--- src/rtl/fir_out_formatter_pkg.sv ---
// Shared types and Q-format constants for the FIR output formatter.
package fir_fmt_pkg;

    typedef enum logic {
        PRIME = 1'b0,
        RUN   = 1'b1
    } fmt_state_e;

    localparam int FRAC_SHIFT = 15;
    localparam int OUT_MAX    = 32767;
    localparam int OUT_MIN    = -32768;
    localparam int ROUND_BIAS = 1 << (FRAC_SHIFT - 1);

endpackage

--- src/rtl/fir_out_fifo.sv ---
// Synchronous FIFO; pointers carry an extra wrap bit so full and empty differ.
module fir_out_fifo #(
    parameter int WIDTH = 16,
    parameter int DEPTH = 4
) (
    input  logic                     i_clk,
    input  logic                     i_rst_n,
    input  logic                     push,
    input  logic                     pop,
    input  logic [WIDTH-1:0]         din,
    output logic [WIDTH-1:0]         dout,
    output logic                     full,
    output logic                     empty,
    output logic [$clog2(DEPTH):0]   level
);

    localparam int AW = $clog2(DEPTH);

    logic [AW:0]      wr_ptr_q, wr_ptr_d;
    logic [AW:0]      rd_ptr_q, rd_ptr_d;
    logic [WIDTH-1:0] mem_q [DEPTH];
    logic             push_ok;
    logic             pop_ok;

    // A push into a full FIFO only lands when a pop frees the head slot in the same cycle.
    always_comb begin
        empty    = (wr_ptr_q == rd_ptr_q);
        full     = (wr_ptr_q[AW] != rd_ptr_q[AW]) && (wr_ptr_q[AW-1:0] == rd_ptr_q[AW-1:0]);
        pop_ok   = pop && !empty;
        push_ok  = push && (!full || pop_ok);
        wr_ptr_d = wr_ptr_q + (AW+1)'(push_ok);
        rd_ptr_d = rd_ptr_q + (AW+1)'(pop_ok);
        level    = wr_ptr_q - rd_ptr_q;
        dout     = empty ? '0 : mem_q[rd_ptr_q[AW-1:0]];
    end

    always_ff @(posedge i_clk or negedge i_rst_n) begin
        if (!i_rst_n) begin
            wr_ptr_q <= '0;
            rd_ptr_q <= '0;
        end else begin
            wr_ptr_q <= wr_ptr_d;
            rd_ptr_q <= rd_ptr_d;
        end
    end

    always_ff @(posedge i_clk) begin
        if (push_ok) begin
            mem_q[wr_ptr_q[AW-1:0]] <= din;
        end
    end

endmodule

--- src/rtl/fir_out_formatter.sv ---
// Discards filter warm-up samples, rounds/saturates to Q1.15, decimates and
// queues results for a valid/ready consumer.
module fir_out_formatter #(
    parameter int DATA_IN_WIDTH  = 32,
    parameter int DATA_OUT_WIDTH = 16,
    parameter int FRAC_SHIFT     = fir_fmt_pkg::FRAC_SHIFT,
    parameter int PIPE_LAT       = 2,
    parameter int DEC_WIDTH      = 4,
    parameter int FIFO_DEPTH     = 4
) (
    input  logic                            i_clk,
    input  logic                            i_rst_n,
    input  logic                            i_fir_en,
    input  logic [DATA_IN_WIDTH-1:0]        i_fir_data,
    input  logic [DEC_WIDTH-1:0]            i_dec_factor,
    input  logic                            i_sat_clr,
    input  logic                            i_ready,
    output logic [DATA_OUT_WIDTH-1:0]       o_data,
    output logic                            o_valid,
    output logic                            o_sat_flag,
    output logic                            o_overflow,
    output logic [$clog2(FIFO_DEPTH):0]     o_fifo_level
);

    import fir_fmt_pkg::*;

    localparam int XW  = DATA_IN_WIDTH + 1;
    localparam int PCW = $clog2(PIPE_LAT + 1);
    localparam logic signed [XW-1:0]       BIAS_X = XW'(1 << (FRAC_SHIFT - 1));
    localparam logic signed [XW-1:0]       MAX_X  = XW'(OUT_MAX);
    localparam logic signed [XW-1:0]       MIN_X  = XW'(OUT_MIN);
    localparam logic [DATA_OUT_WIDTH-1:0]  MAX_O  = DATA_OUT_WIDTH'(OUT_MAX);
    localparam logic [DATA_OUT_WIDTH-1:0]  MIN_O  = DATA_OUT_WIDTH'(OUT_MIN);

    fmt_state_e                state_q, state_d;
    logic [PCW-1:0]            prime_cnt_q, prime_cnt_d;
    logic [DEC_WIDTH-1:0]      dec_cnt_q, dec_cnt_d;
    logic [DEC_WIDTH-1:0]      dec_lim_q, dec_lim_d;
    logic                      en_d_q, en_d_d;
    logic [DATA_OUT_WIDTH-1:0] smp_q, smp_d;
    logic                      push_q, push_d;
    logic                      sat_q, sat_d;
    logic                      ovf_q, ovf_d;

    logic signed [XW-1:0]      x_ext, r_val;
    logic [DATA_OUT_WIDTH-1:0] rounded;
    logic                      clip;
    logic [DEC_WIDTH-1:0]      lim_live, lim_use;
    logic                      fifo_full, fifo_empty, pop;

    always_comb begin
        x_ext   = {i_fir_data[DATA_IN_WIDTH-1], i_fir_data};
        r_val   = (x_ext + BIAS_X) >>> FRAC_SHIFT;
        clip    = (r_val > MAX_X) || (r_val < MIN_X);
        rounded = (r_val > MAX_X) ? MAX_O :
                  (r_val < MIN_X) ? MIN_O : r_val[DATA_OUT_WIDTH-1:0];
    end

    // The decimation limit is taken from i_dec_factor at the start of each period and held until the wrap.
    always_comb begin
        lim_live    = (i_dec_factor == '0) ? '0 : i_dec_factor - 1'b1;
        lim_use     = (dec_cnt_q == '0) ? lim_live : dec_lim_q;
        pop         = o_valid && i_ready;

        state_d     = state_q;
        prime_cnt_d = prime_cnt_q;
        dec_cnt_d   = dec_cnt_q;
        dec_lim_d   = dec_lim_q;
        en_d_d      = i_fir_en;
        smp_d       = smp_q;
        push_d      = 1'b0;
        sat_d       = sat_q && !i_sat_clr;
        ovf_d       = ovf_q && !i_sat_clr;

        if (en_d_q) begin
            case (state_q)
                PRIME: begin
                    prime_cnt_d = prime_cnt_q + 1'b1;
                    if (prime_cnt_q == PCW'(PIPE_LAT - 1)) begin
                        state_d = RUN;
                    end
                end
                RUN: begin
                    push_d    = (dec_cnt_q == '0);
                    smp_d     = rounded;
                    dec_lim_d = lim_use;
                    dec_cnt_d = (dec_cnt_q >= lim_use) ? '0 : dec_cnt_q + 1'b1;
                    if (clip) begin
                        sat_d = 1'b1;
                    end
                end
                default: state_d = PRIME;
            endcase
        end

        if (push_q && fifo_full && !pop) begin
            ovf_d = 1'b1;
        end
    end

    always_ff @(posedge i_clk or negedge i_rst_n) begin
        if (!i_rst_n) begin
            state_q     <= PRIME;
            prime_cnt_q <= '0;
            dec_cnt_q   <= '0;
            dec_lim_q   <= '0;
            en_d_q      <= 1'b0;
            smp_q       <= '0;
            push_q      <= 1'b0;
            sat_q       <= 1'b0;
            ovf_q       <= 1'b0;
        end else begin
            state_q     <= state_d;
            prime_cnt_q <= prime_cnt_d;
            dec_cnt_q   <= dec_cnt_d;
            dec_lim_q   <= dec_lim_d;
            en_d_q      <= en_d_d;
            smp_q       <= smp_d;
            push_q      <= push_d;
            sat_q       <= sat_d;
            ovf_q       <= ovf_d;
        end
    end

    fir_out_fifo #(
        .WIDTH (DATA_OUT_WIDTH),
        .DEPTH (FIFO_DEPTH)
    ) u_fifo (
        .i_clk   (i_clk),
        .i_rst_n (i_rst_n),
        .push    (push_q),
        .pop     (pop),
        .din     (smp_q),
        .dout    (o_data),
        .full    (fifo_full),
        .empty   (fifo_empty),
        .level   (o_fifo_level)
    );

    assign o_valid    = !fifo_empty;
    assign o_sat_flag = sat_q;
    assign o_overflow = ovf_q;

endmodule

--- config.mk ---
export PLATFORM = sky130hd
export DESIGN_NAME = fir_out_formatter
export DESIGN_NICKNAME = d
export VERILOG_FILES = /design/src/rtl/fir_out_formatter_pkg.sv /design/src/rtl/fir_out_fifo.sv /design/src/rtl/fir_out_formatter.sv
export SDC_FILE = /design/constraint.sdc
export NUM_CORES = 1
export LEC_CHECK = 0
export BUFFER_PORTS_ARGS = -buffer_cell sky130_fd_sc_hd__buf_2
export CAP_MARGIN = 20
export CORE_UTILIZATION = 48
export DETAILED_ROUTE_END_ITERATION = 7
export PLACE_DENSITY = 0.68
export RECOVER_POWER = 100
export SYNTH_ARGS = -nofsm -noshare
export SYNTH_HDL_FRONTEND = slang
export SYNTH_HIERARCHICAL = 1
export SYNTH_SLANG_ARGS = --single-unit
--- constraint.sdc ---
create_clock -name i_clk -period 5.25 [get_ports i_clk]
set_input_delay 0.7875 -clock i_clk [delete_from_list [all_inputs] [get_ports i_clk]]
set_output_delay 0.7875 -clock i_clk [all_outputs]
set_load 0.02 [all_outputs]
==> results of run 1 <==
[critical path, stage by stage (launching register included)]
cell	delay [ps]
dfrtp_1	870
inv_1	100
ha_1	310
and2_0	750
a21boi_0	270
clkbuf_1	230
[flip-flops by register name, indices dropped and copies added (netlist names), 2 cells and up]
signal and count:
u_fifo/mem_q 64, smp_q 16, dec_cnt_q 4, dec_lim_q 4, u_fifo/rd_ptr_q 3, u_fifo/wr_ptr_q 3
prime_cnt_q 2
[path summary, 6_finish.rpt]
path | cells after the start | from | endpoint | slack, ps
worst max-delay path | 5 | u_fifo/rd_ptr_q[1]$_DFF_PN0_ | o_data[0] | 1580
worst min-delay path | 2 | dec_lim_q[3]$_DFFE_PN0P_ | dec_lim_q[3]$_DFFE_PN0P_ | 490
worst max register to register | 4 | u_fifo/rd_ptr_q[1]$_DFF_PN0_ | u_fifo/mem_q[1][11]$_DFFE_PP_ | 1590
worst min register to register | 2 | dec_lim_q[3]$_DFFE_PN0P_ | dec_lim_q[3]$_DFFE_PN0P_ | 490
max in group asynchronous | 1 | i_rst_n | dec_lim_q[3]$_DFFE_PN0P_ | 3120
min in group asynchronous | 1 | i_rst_n | dec_cnt_q[0]$_DFFE_PN0P_ | 990
[placed cells by master (no fill, tap or decap), types with 3 or more instances in the layout]
cell type	netlist	layout
nor3_1	3	4
clkinv_4	0	3
buf_2	3	33
clkbuf_1	5	16
xnor2_1	11	11
nand2_1	36	36
nor2b_1	4	4
nand3_1	9	10
clkbuf_8	0	9
nand4_1	3	3
and2_1	4	3
mux4_2	10	10
a21boi_0	6	15
o211ai_1	9	9
edfxtp_1	64	64
xor2_1	9	9
nor2_1	12	12
mux4_1	6	6
a21oi_1	8	8
mux2_2	3	3
dfrtp_1	37	37
ha_1	14	14
o22ai_1	3	3
inv_1	18	18
nand2b_1	3	3
o21ai_0	8	10
[routing by layer]
layer	global-route usage [%]	wire [um]	vias up
li1	-	-	1353
met1	24.8	3880	1343
met2	29.2	3990	47
met3	2.98	233	7
met4	6.69	111	0
met5	0	0	-
[power by group]
part           total, uW  internal [uW]  switching (uW)
Sequential          1090            981             112
Combinational       1040            407             637
Clock                499            228             271
[cells by family (layout without fill, tap and decap cells)]
logic type | count (synthesis) | after routing | share of synthesized area, %
compound gates | 61 | 61 | 9.41
xor+xnor | 20 | 20 | 3.73
fa+ha+maj | 15 | 15 | 4.16
buf+inv | 30 | 85 | 3.31
flops | 101 | 101 | 60.7
mux | 20 | 20 | 9.09
simple gates | 88 | 88 | 9.62
[stage by stage]
step / cells / utilization [%]
2_1_floorplan: 335 / -
3_3_place_gp: 503 / 54.0
3_5_place_dp: 503 / 54.0
4_1_cts: 519 / 56.2
5_1_grt: 519 / 55.5
6_report: 519 / 55.5
[area by class of cell]
type | count | area, sq um
flip-flops and latches | 101 | 2850
multi-input cells | 204 | 1680
clock inverters | 7 | 82.6
clock buffers | 9 | 124
fillers | 804 | 4170
inverters | 18 | 67.6
repair buffers | 51 | 240
well taps | 129 | 161
==> reports/metrics.json, run 1 <==
{
  "post_cts_resize_count": 0,
  "hold_path_class": "register to register",
  "yosysSeqAreaShare_pct": 60.7,
  "timing.final.max_slew_violations": 55,
  "grt_first_pass_wirelength_mm": 13.8,
  "cellLeakagePower_uw": 0.00196,
  "initial_core_util_pct": 50.1,
  "hold_violations": 0,
  "post_route_cells_drive_above_1_share_pct": 17.9,
  "timing.fmax_mhz": 272,
  "clock_insertion_delay_worst_skew_ps": 350,
  "globalRoute.totalOverflow": 0,
  "grt_max_degree": 38,
  "worst_setup_hold_path_clk_slew_ps": 90,
  "cts_sinks": 101,
  "die_w_um": 101,
  "synth_edf_count": 64,
  "place_ws_ps": 1980,
  "die_area_sq_um": 10200,
  "netlist-cell-type-count": 53,
  "hold_buffers_post_cts": 0,
  "max_buffers_root_to_sink": 2,
  "critPathLaunchType": "register",
  "timing.final.setup_violations": 0,
  "route.detailed.wl_per_inst_um": 15.8,
  "peakVddDrop_v": 0.000196,
  "die-height_um": 101,
  "design_power_total_uw": 2640,
  "clock-root-buffer": "clkbuf_8",
  "grt_antenna_before_repair": 0,
  "cp.required_ps": 4460,
  "finalSetupTns_ps": 0,
  "pwr_density_cell_nw_per_um2": 507,
  "design_area_sq_um": 5200,
  "pre_repair_dr_iteration_count": 4,
  "mappedNetlistArea_sq_um": 4690,
  "worst_setup_path_end_kind": "primary output",
  "layout-area-overhead-vs-synth_pct": 10.8,
  "violated_checks": "capacitance limit, slew limit",
  "synth_top_cells_by_area": "edfxtp_1 (41%), dfrtp_1 (20%), mux4_2 (4.8%)",
  "clock-skew-final_ps": 8.99,
  "gpl.final_weighted_congestion": 0.744,
  "fraction_of_the_cycle_the_final_worst_path_needs_pct": 69.9,
  "rows": 35,
  "global_route_total_usage_across_every_layer_pct": 18.1,
  "dr_total_vias": 2750,
  "nets": 441,
  "via_count_of_the_first_global_routing_pass": 2808,
  "post-route-worst-setup-slack_ps": 1580,
  "cp_class": "register to primary output",
  "mappedNetlistNets": 391,
  "timing.critical_path.fanout_max": 20,
  "synth.avg_cell_area_sq_um": 14.0,
  "n_antenna_cell": 0,
  "timing_worst_slew_pin_value_ps": 1990,
  "synthMostInstantiatedCell": "edfxtp_1",
  "postCtsSetupBuffers": 0,
  "clock_tree.htree_level_count": 3,
  "yosysWarningCount": 6,
  "postSynthCellCount": 335,
  "synth_top_cell_by_area": "edfxtp_1",
  "drv.max_cap_violation_count": 3,
  "dp.final_hpwl_mm": 5.62,
  "synth.ff_latch_count": 101,
  "tritoncts": "done",
  "count_of_boundary_i_o_pins": 63,
  "finalCriticalPeriod_ps": 3670,
  "place.port_buffers": 48,
  "result_of_the_run": "complete, but fails checks",
  "placeableCoreArea_sq_um": 9370,
  "grt_setup_unrepaired": "false",
  "synthDominantCellAreaShare_pct": 40.9,
  "antenna_left": 0,
  "drt_drc_violations_left": 0,
  "max_slew_margin_pct": -33.0,
  "routed_wirelength_mm": 8.21,
  "post_synth_most_frequent_cells": "edfxtp_1 (64), dfrtp_1 (37), nand2_1 (36)",
  "synth_async_sr_flop_share_pct": 36.6,
  "ys.flop_type": "edfxtp_1",
  "drt-vias-per-instance": 5.30,
  "worstPathArrival_ps": 2880,
  "post_dp_cell_area_sq_um": 5060,
  "worst_hold_slack_ps": 487,
  "drt_iter0_markers": 78,
  "cts_inserted_buffers": 9
}
No activity file was read; power rests on OpenSTA's default activity.
==> run 2: changes to the inputs <==
==> constraint.sdc (replaced) <==
create_clock -name i_clk -period 3.4 [get_ports i_clk]
set_input_delay 0.51 -clock i_clk [delete_from_list [all_inputs] [get_ports i_clk]]
set_output_delay 0.51 -clock i_clk [all_outputs]
set_load 0.02 [all_outputs]
==> run 2 against run 1 <==
Net effect: the flow still finishes with violations (capacitance limit, slew limit); clock power increased by 57%; largest power group is now combinational cells; critical endpoint is now u_fifo/mem_q[1][3]$_DFFE_PP_; flip-flop and latch count unchanged; clock skew about the same; critical path type is now register to register; combinational power increased by 62%; sequential share of layout area decreased by 0.34 points; core utilization increased by 0.35 points; final area increased by 0.63%.
==> reports/metrics.json, run 2 (synthesis gave the netlist of run 1 again) <==
{
  "critPathLaunchType": {"value": "register", "change": "unchanged"},
  "worst_setup_path_end_kind": {"value": "register", "change": "was primary output"},
  "worst_hold_slack": {"value": 263, "unit": "ps", "change": "was 487 ps"},
  "dr_total_vias": {"value": 2808, "change": "was 2750"},
  "final.fill_count": {"value": 801, "change": "was 804"},
  "hold_violations": {"value": 0, "change": "unchanged"},
  "timing.final.max_slew_violations": {"value": 38, "change": "was 55"},
  "final_common_cell": {"value": "edfxtp_1", "change": "unchanged"},
  "timing.critical_path.fanout_max": {"value": 16, "change": "was 20"},
  "timing_worst_slew_pin_value": {"value": 1950, "unit": "ps", "change": "was 1990 ps"},
  "count_of_boundary_i_o_pins": {"value": 63, "change": "unchanged"},
  "finalSetupTns": {"value": 0, "unit": "ps", "change": "unchanged"},
  "pwr_density_cell": {"value": 786, "unit": "nW/um^2", "change": "was 507 nW/um^2"},
  "max_buffers_root_to_sink": {"value": 2, "change": "unchanged"},
  "dp.final_hpwl": {"value": 5.57, "unit": "mm", "change": "was 5.62 mm"},
  "cellLeakagePower": {"value": 0.00197, "unit": "uW", "change": "was 0.00196 uW"},
  "grt_setup_unrepaired": {"value": "false", "change": "unchanged"},
  "cp_class": {"value": "register to register", "change": "was register to primary output"},
  "pre_repair_dr_iteration_count": {"value": 4, "change": "unchanged"},
  "place.port_buffers": {"value": 48, "change": "unchanged"},
  "nets": {"value": 446, "change": "was 441"},
  "postCtsSetupBuffers": {"value": 0, "change": "unchanged"},
  "worst_setup_hold_path_clk_slew": {"value": 90, "unit": "ps", "change": "about the same"},
  "globalRoute.totalOverflow": {"value": 0, "change": "unchanged"},
  "cts_sinks": {"value": 101, "change": "unchanged"},
  "clock_tree.htree_level_count": {"value": 3, "change": "unchanged"},
  "leading_cell_types_in_the_layout_fill_and_taps_excluded": {"value": "edfxtp_1 (64), dfrtp_1 (37), nand2_1 (36)", "change": "unchanged"},
  "die-height": {"value": 101, "unit": "um", "change": "unchanged"},
  "peakVddDrop": {"value": 0.000346, "unit": "V", "change": "was 0.000196 V"},
  "gpl.final_weighted_congestion": {"value": 0.781, "change": "was 0.744"},
  "grt_first_pass_wirelength": {"value": 13.8, "unit": "mm", "change": "about the same"},
  "worstPathArrival": {"value": 2880, "unit": "ps", "change": "about the same"},
  "grt_antenna_before_repair": {"value": 0, "change": "unchanged"},
  "rows": {"value": 35, "change": "unchanged"},
  "die_area": {"value": 10200, "unit": "sq um", "change": "unchanged"},
  "critPathMostFrequentCell": "inv_1",
  "violated_checks": {"value": "capacitance limit, slew limit", "change": "unchanged"},
  "clock_insertion_delay_worst_skew": {"value": 360, "unit": "ps", "change": "was 350 ps"},
  "post_dp_cell_area": {"value": 5080, "unit": "sq um", "change": "was 5060 sq um"},
  "hold_buffers_post_cts": {"value": 0, "change": "unchanged"},
  "n_antenna_cell": {"value": 0, "change": "unchanged"},
  "timing.fmax_mhz": 345,
  "cts_inserted_buffers": {"value": 9, "change": "unchanged"},
  "timing.final.setup_violations": {"value": 0, "change": "unchanged"},
  "post_cts_resize_count": {"value": 0, "change": "unchanged"},
  "clock-root-buffer": {"value": "clkbuf_8", "change": "unchanged"},
  "cells_along_the_critical_path": {"value": "inv_1 -> ha_1 -> nand2_1 -> nor2_1 -> nor2b_1 -> inv_1 -> a311oi_2 -> clkbuf_1", "change": "was inv_1 -> ha_1 -> and2_0 -> a21boi_0 -> clkbuf_1"},
  "cpMaxStageDelayCell": {"value": "clkbuf_1", "change": "was dfrtp_1"},
  "fraction_of_the_cycle_the_final_worst_path_needs_pct": 85.2,
  "crit_path_max_incr_delay": {"value": 820, "unit": "ps", "change": "was 870 ps"},
  "global_route_total_usage_across_every_layer": {"value": 18.3, "unit": "%", "change": "was 18.1%"},
  "placeableCoreArea": {"value": 9370, "unit": "sq um", "change": "unchanged"},
  "layout-area-overhead-vs-synth": {"value": 11.5, "unit": "%", "change": "was 10.8%"},
  "post_route_cells_drive_above_1_share": {"value": 18.5, "unit": "%", "change": "was 17.9%"},
  "result_of_the_run": {"value": "complete, but fails checks", "change": "unchanged"},
  "drv.max_cap_violation_count": {"value": 1, "change": "was 3"},
  "finalCriticalPeriod_ps": 2900,
  "antenna_left": {"value": 0, "change": "unchanged"},
  "tritoncts": {"value": "done", "change": "unchanged"},
  "clock-skew-final": {"value": 8.82, "unit": "ps", "change": "was 8.99 ps"},
  "cp.required": {"value": 3380, "unit": "ps", "change": "was 4460 ps"},
  "via_count_of_the_first_global_routing_pass": {"value": 2785, "change": "was 2808"},
  "drt_iter0_markers": {"value": 114, "change": "was 78"},
  "route.detailed.wl_per_inst": {"value": 15.8, "unit": "um", "change": "about the same"},
  "design_area": {"value": 5230, "unit": "sq um", "change": "was 5200 sq um"},
  "max_slew_margin": {"value": -29.8, "unit": "%", "change": "was -33.0%"},
  "largest_reg_flops": {"value": 64, "change": "unchanged"},
  "hold_path_class": {"value": "input port to register", "change": "was register to register"},
  "grt_max_degree": {"value": 38, "change": "unchanged"},
  "drt_drc_violations_left": {"value": 0, "change": "unchanged"},
  "die_w": {"value": 101, "unit": "um", "change": "unchanged"},
  "drt-vias-per-instance": {"value": 5.36, "change": "was 5.30"},
  "routed_wirelength": {"value": 8.27, "unit": "mm", "change": "was 8.21 mm"},
  "initial_core_util": {"value": 50.1, "unit": "%", "change": "unchanged"}
}
[run 2: critical path, delay by kind of cell (launching register included)]
family | cells | cell delay (ps)
AOI/OAI and AO/OA | 1 | 220
adders and majority gates | 1 | 320
buffers and inverters | 3 | 1050
DFF | 1 | 430
and+or+nand+nor | 3 | 500
[run 2: final timing paths]
kind / slack, ps / depth (start not counted) / endpoint / from
max: 500 / 8 / u_fifo/mem_q[1][3]$_DFFE_PP_ / u_fifo/wr_ptr_q[0]$_DFF_PN0_
min: 260 / 1 / en_d_q$_DFF_PN0_ / i_fir_en
max in group asynchronous: 1600 / 1 / smp_q[11]$_DFFE_PN0P_ / i_rst_n
max reg2reg: 500 / 8 / u_fifo/mem_q[1][3]$_DFFE_PP_ / u_fifo/wr_ptr_q[0]$_DFF_PN0_
min in group asynchronous: 690 / 1 / dec_cnt_q[0]$_DFFE_PN0P_ / i_rst_n
min reg2reg: 490 / 2 / dec_lim_q[2]$_DFFE_PN0P_ / dec_lim_q[2]$_DFFE_PN0P_
[run 2: per-stage QoR]
stage	util (%)	power, uW	std cells	setup slack, ps
floorplan	-	2930	335	76.0
global placement	54.2	3390	508	965
detailed placement	54.2	3450	508	849
CTS	56.5	4230	524	570
global route	55.8	4390	524	256
finish	55.8	4110	524	504
[run 2: layout make-up]
class	count	area (sq um)	area share [%]
multi-input combinational	204	1680	32.1
clock inverter	7	91.3	1.75
timing repair buffer	56	264	5.04
clock buffer	9	124	2.37
tap	129	161	3.08
inverter	18	67.6	1.29
sequential	101	2850	54.4
[run 2: power by group]
| part | internal (uW) | switching (uW) |
|---|---|---|
| logic | 641 | 1030 |
| clock network | 358 | 426 |
| registers | 1520 | 137 |
[run 2: routing by layer]
metal / track usage, % / vias up / routed length, um
met5: 0 / - / 0
met4: 7.36 / 0 / 119
met3: 3.26 / 9 / 280
met2: 30.0 / 62 / 3960
met1: 24.2 / 1374 / 3910
li1: - / 1363 / -
==> run 3: changes to the inputs <==
==> constraint.sdc (replaced) <==
create_clock -name i_clk -period 3.4 [get_ports i_clk]
set_input_delay 0.68 -clock i_clk [delete_from_list [all_inputs] [get_ports i_clk]]
set_output_delay 0.68 -clock i_clk [all_outputs]
set_load 0.02 [all_outputs]
==> run 3 against run 2 <==
Net effect: the run still ends with capacitance limit, slew limit left; power is 1.9% lower; routed wire length is 3.9% lower; non-clock buffer count stayed put; die area stayed put; first-iteration DRC count is 20% lower; clock skew is 1.9 ps lower; largest power group is now registers; sequential share of layout area is 0.21 points higher; critical path depth is 1 lower; clock-buffer cell count stayed put; hold slack better by 160 ps.
==> reports/metrics.json, run 3 (synthesis gave the netlist of run 1 again) <==
{
  "result_of_the_run": {"value": "complete, but fails checks", "change": "unchanged"},
  "violated_checks": {"value": "capacitance limit, slew limit", "change": "unchanged"},
  "power_spent_charging_and_discharging_nets": {"value": 1540, "unit": "uW", "change": "was 1600 uW"},
  "worst_setup_hold_path_clk_slew": {"value": 90, "unit": "ps", "change": "about the same"},
  "placeableCoreArea": {"value": 9370, "unit": "sq um", "change": "unchanged"},
  "max_slew_margin": {"value": -29.3, "unit": "%", "change": "was -29.8%"},
  "rows": {"value": 35, "change": "unchanged"},
  "cells_along_the_critical_path": {"value": "clkbuf_1 -> ha_1 -> inv_1 -> or3_1 -> o31a_1 -> o21ai_0 -> o211ai_1", "change": "was inv_1 -> ha_1 -> nand2_1 -> nor2_1 -> nor2b_1 -> inv_1 -> a311oi_2 -> clkbuf_1"},
  "peakVddDrop": {"value": 0.000484, "unit": "V", "change": "was 0.000346 V"},
  "timing.fmax": {"value": 340, "unit": "MHz", "change": "was 345 MHz"},
  "max_buffers_root_to_sink": {"value": 2, "change": "unchanged"},
  "drt_iter0_markers": {"value": 91, "change": "was 114"},
  "route.detailed.wl_per_inst": {"value": 15.2, "unit": "um", "change": "was 15.8 um"},
  "pre_repair_dr_iteration_count": {"value": 4, "change": "unchanged"},
  "count_of_boundary_i_o_pins": {"value": 63, "change": "unchanged"},
  "worst_setup_path_end_kind": {"value": "register", "change": "unchanged"},
  "gpl.final_weighted_congestion": {"value": 0.749, "change": "was 0.781"},
  "antenna_left": {"value": 0, "change": "unchanged"},
  "postCtsSetupBuffers": {"value": 0, "change": "unchanged"},
  "hold_buffers_post_cts": {"value": 0, "change": "unchanged"},
  "clock-skew-final": {"value": 6.97, "unit": "ps", "change": "was 8.82 ps"},
  "final_common_cell": {"value": "edfxtp_1", "change": "unchanged"},
  "crit_path_max_incr_delay": {"value": 910, "unit": "ps", "change": "was 820 ps"},
  "timing.final.max_slew_violations": {"value": 38, "change": "unchanged"},
  "grt_setup_unrepaired": {"value": "false", "change": "unchanged"},
  "place.port_buffers": {"value": 48, "change": "unchanged"},
  "tritoncts": {"value": "done", "change": "unchanged"},
  "clock-root-buffer": {"value": "clkbuf_8", "change": "unchanged"},
  "die_w": {"value": 101, "unit": "um", "change": "unchanged"},
  "critPathLaunchType": {"value": "input port", "change": "was register"},
  "clock_insertion_delay_worst_skew": {"value": 360, "unit": "ps", "change": "about the same"},
  "layout-area-overhead-vs-synth": {"value": 11.1, "unit": "%", "change": "was 11.5%"},
  "cp.required": {"value": 3580, "unit": "ps", "change": "was 3380 ps"},
  "cts_inserted_buffers": {"value": 9, "change": "unchanged"},
  "global_route_total_usage_across_every_layer": {"value": 17.5, "unit": "%", "change": "was 18.3%"},
  "power_frac_comb": {"value": 40.6, "unit": "%", "change": "was 40.7%"},
  "pwr_density_cell": {"value": 774, "unit": "nW/um^2", "change": "was 786 nW/um^2"},
  "non_filler_cells_in_the_finished_layout": {"value": 524, "change": "unchanged"},
  "cellLeakagePower": {"value": 0.00196, "unit": "uW", "change": "was 0.00197 uW"},
  "post_cts_resize_count": {"value": 0, "change": "unchanged"},
  "die_area": {"value": 10200, "unit": "sq um", "change": "unchanged"},
  "n_antenna_cell": {"value": 0, "change": "unchanged"},
  "via_count_of_the_first_global_routing_pass": {"value": 2697, "change": "was 2785"},
  "grt_max_degree": {"value": 38, "change": "unchanged"},
  "largest_reg_flops": {"value": 64, "change": "unchanged"},
  "routed_wirelength": {"value": 7.95, "unit": "mm", "change": "was 8.27 mm"},
  "cpMaxStageDelayCell": {"value": "o21ai_0", "change": "was clkbuf_1"},
  "post_route_cells_drive_above_1_share": {"value": 18.2, "unit": "%", "change": "was 18.5%"},
  "nets": {"value": 446, "change": "unchanged"},
  "fraction_of_the_cycle_the_final_worst_path_needs": {"value": 86.4, "unit": "%", "change": "was 85.2%"},
  "hold_path_class": {"value": "input port to register", "change": "unchanged"},
  "power_switching_share": {"value": 38.2, "unit": "%", "change": "was 38.9%"},
  "dr_total_vias": {"value": 2769, "change": "was 2808"},
  "die-height": {"value": 101, "unit": "um", "change": "unchanged"},
  "globalRoute.totalOverflow": {"value": 0, "change": "unchanged"},
  "timing.final.setup_violations": {"value": 0, "change": "unchanged"},
  "drt-vias-per-instance": {"value": 5.28, "change": "was 5.36"},
  "dp.final_hpwl": {"value": 5.52, "unit": "mm", "change": "was 5.57 mm"},
  "initial_core_util": {"value": 50.1, "unit": "%", "change": "unchanged"},
  "worst_path_dominant_cell_family": {"value": "compound AO/OA/AOI/OAI gates", "change": "was buffers and inverters"},
  "grt_antenna_before_repair": {"value": 0, "change": "unchanged"},
  "worstPathArrival": {"value": 3120, "unit": "ps", "change": "was 2880 ps"},
  "hold_violations": {"value": 0, "change": "unchanged"},
  "seq_power_share": {"value": 41.0, "unit": "%", "change": "was 40.2%"},
  "finalCriticalPeriod": {"value": 2940, "unit": "ps", "change": "was 2900 ps"},
  "clock_tree.htree_level_count": {"value": 3, "change": "unchanged"},
  "timing.critical_path.fanout_max": {"value": 10, "change": "was 16"},
  "cp_class": {"value": "input port to register", "change": "was register to register"},
  "worstPathBufferInverterCount": {"value": 2, "change": "was 3"},
  "drt_drc_violations_left": {"value": 0, "change": "unchanged"},
  "power.share.clock": {"value": 18.5, "unit": "%", "change": "was 19.1%"},
  "placed_cells": {"value": 508, "change": "unchanged"},
  "finalSetupTns": {"value": 0, "unit": "ps", "change": "unchanged"},
  "drv.max_cap_violation_count": {"value": 1, "change": "unchanged"},
  "grt_first_pass_wirelength": {"value": 13.3, "unit": "mm", "change": "was 13.8 mm"},
  "cts_sinks": {"value": 101, "change": "unchanged"},
  "leading_cell_types_in_the_layout_fill_and_taps_excluded": {"value": "edfxtp_1 (64), dfrtp_1 (37), nand2_1 (36)", "change": "unchanged"},
  "timing_worst_slew_pin_value": {"value": 1940, "unit": "ps", "change": "was 1950 ps"},
  "internal-power": {"value": 2490, "unit": "uW", "change": "was 2510 uW"}
}
==> run 3: cell types whose count changed in the layout (fill, tap and decap cells not counted), sizes merged <==
cell / delta
inv: -2
clkinv: +1
clkinvlp: +1
==> run 3: worst paths after layout <==
kind                                                      end                          from  depth (start not counted)  slack [ps]
min in group asynchronous            dec_lim_q[0]$_DFFE_PN0P_                       i_rst_n                          1         850
worst max-delay path                     smp_q[3]$_DFFE_PN0P_                i_fir_data[14]                          7         460
worst min register to register       dec_lim_q[1]$_DFFE_PN0P_      dec_lim_q[1]$_DFFE_PN0P_                          2         490
worst min-delay path                         en_d_q$_DFF_PN0_                      i_fir_en                          1         420
max in group asynchronous        u_fifo/rd_ptr_q[1]$_DFF_PN0_                       i_rst_n                          1        1440
worst max register to register  u_fifo/mem_q[3][10]$_DFFE_PP_  u_fifo/wr_ptr_q[0]$_DFF_PN0_                          8         550
==> run 3: stage by stage <==
stage | total power, uW | instance area, sq um | setup slack [ps] | utilization, % | hold WS [ps]
floorplan | 2930 | 4690 | 76.0 | - | 384
global placement | 3370 | 5080 | 812 | 54.2 | 462
detailed placement | 3410 | 5080 | 796 | 54.2 | 473
CTS | 4150 | 5280 | 430 | 56.3 | 404
global route | 4320 | 5210 | 178 | 55.6 | 394
finish | 4030 | 5210 | 461 | 55.6 | 423
==> run 3: power groups by stage <==
stage / logic, uW / clock network (uW) / registers, uW
2_1_floorplan: 1280 / 0 / 1640
3_3_place_gp: 1700 / 0 / 1660
3_5_place_dp: 1740 / 0 / 1680
4_1_cts: 1740 / 762 / 1650
5_1_grt: 1830 / 813 / 1680
6_report: 1640 / 746 / 1650
==> run 3: layout make-up <==
cell class	instances	area [sq um]
clock buffer	9	124
tap	129	161
multi-input combinational	204	1670
timing repair buffer	56	264
inverter	18	67.6
clock inverter	7	75.1
fill	825	4160
sequential	101	2850
==> run 3: per-layer routing <==
layer | routed length (um) | up-vias | global-route usage (%) | part of all wire (%)
met5 | 0 | - | 0 | 0
met4 | 111 | 0 | 7.25 | 1.4
met3 | 232 | 11 | 2.84 | 2.9
met2 | 3700 | 56 | 27.8 | 47
met1 | 3900 | 1335 | 24.3 | 49
li1 | - | 1367 | - | -
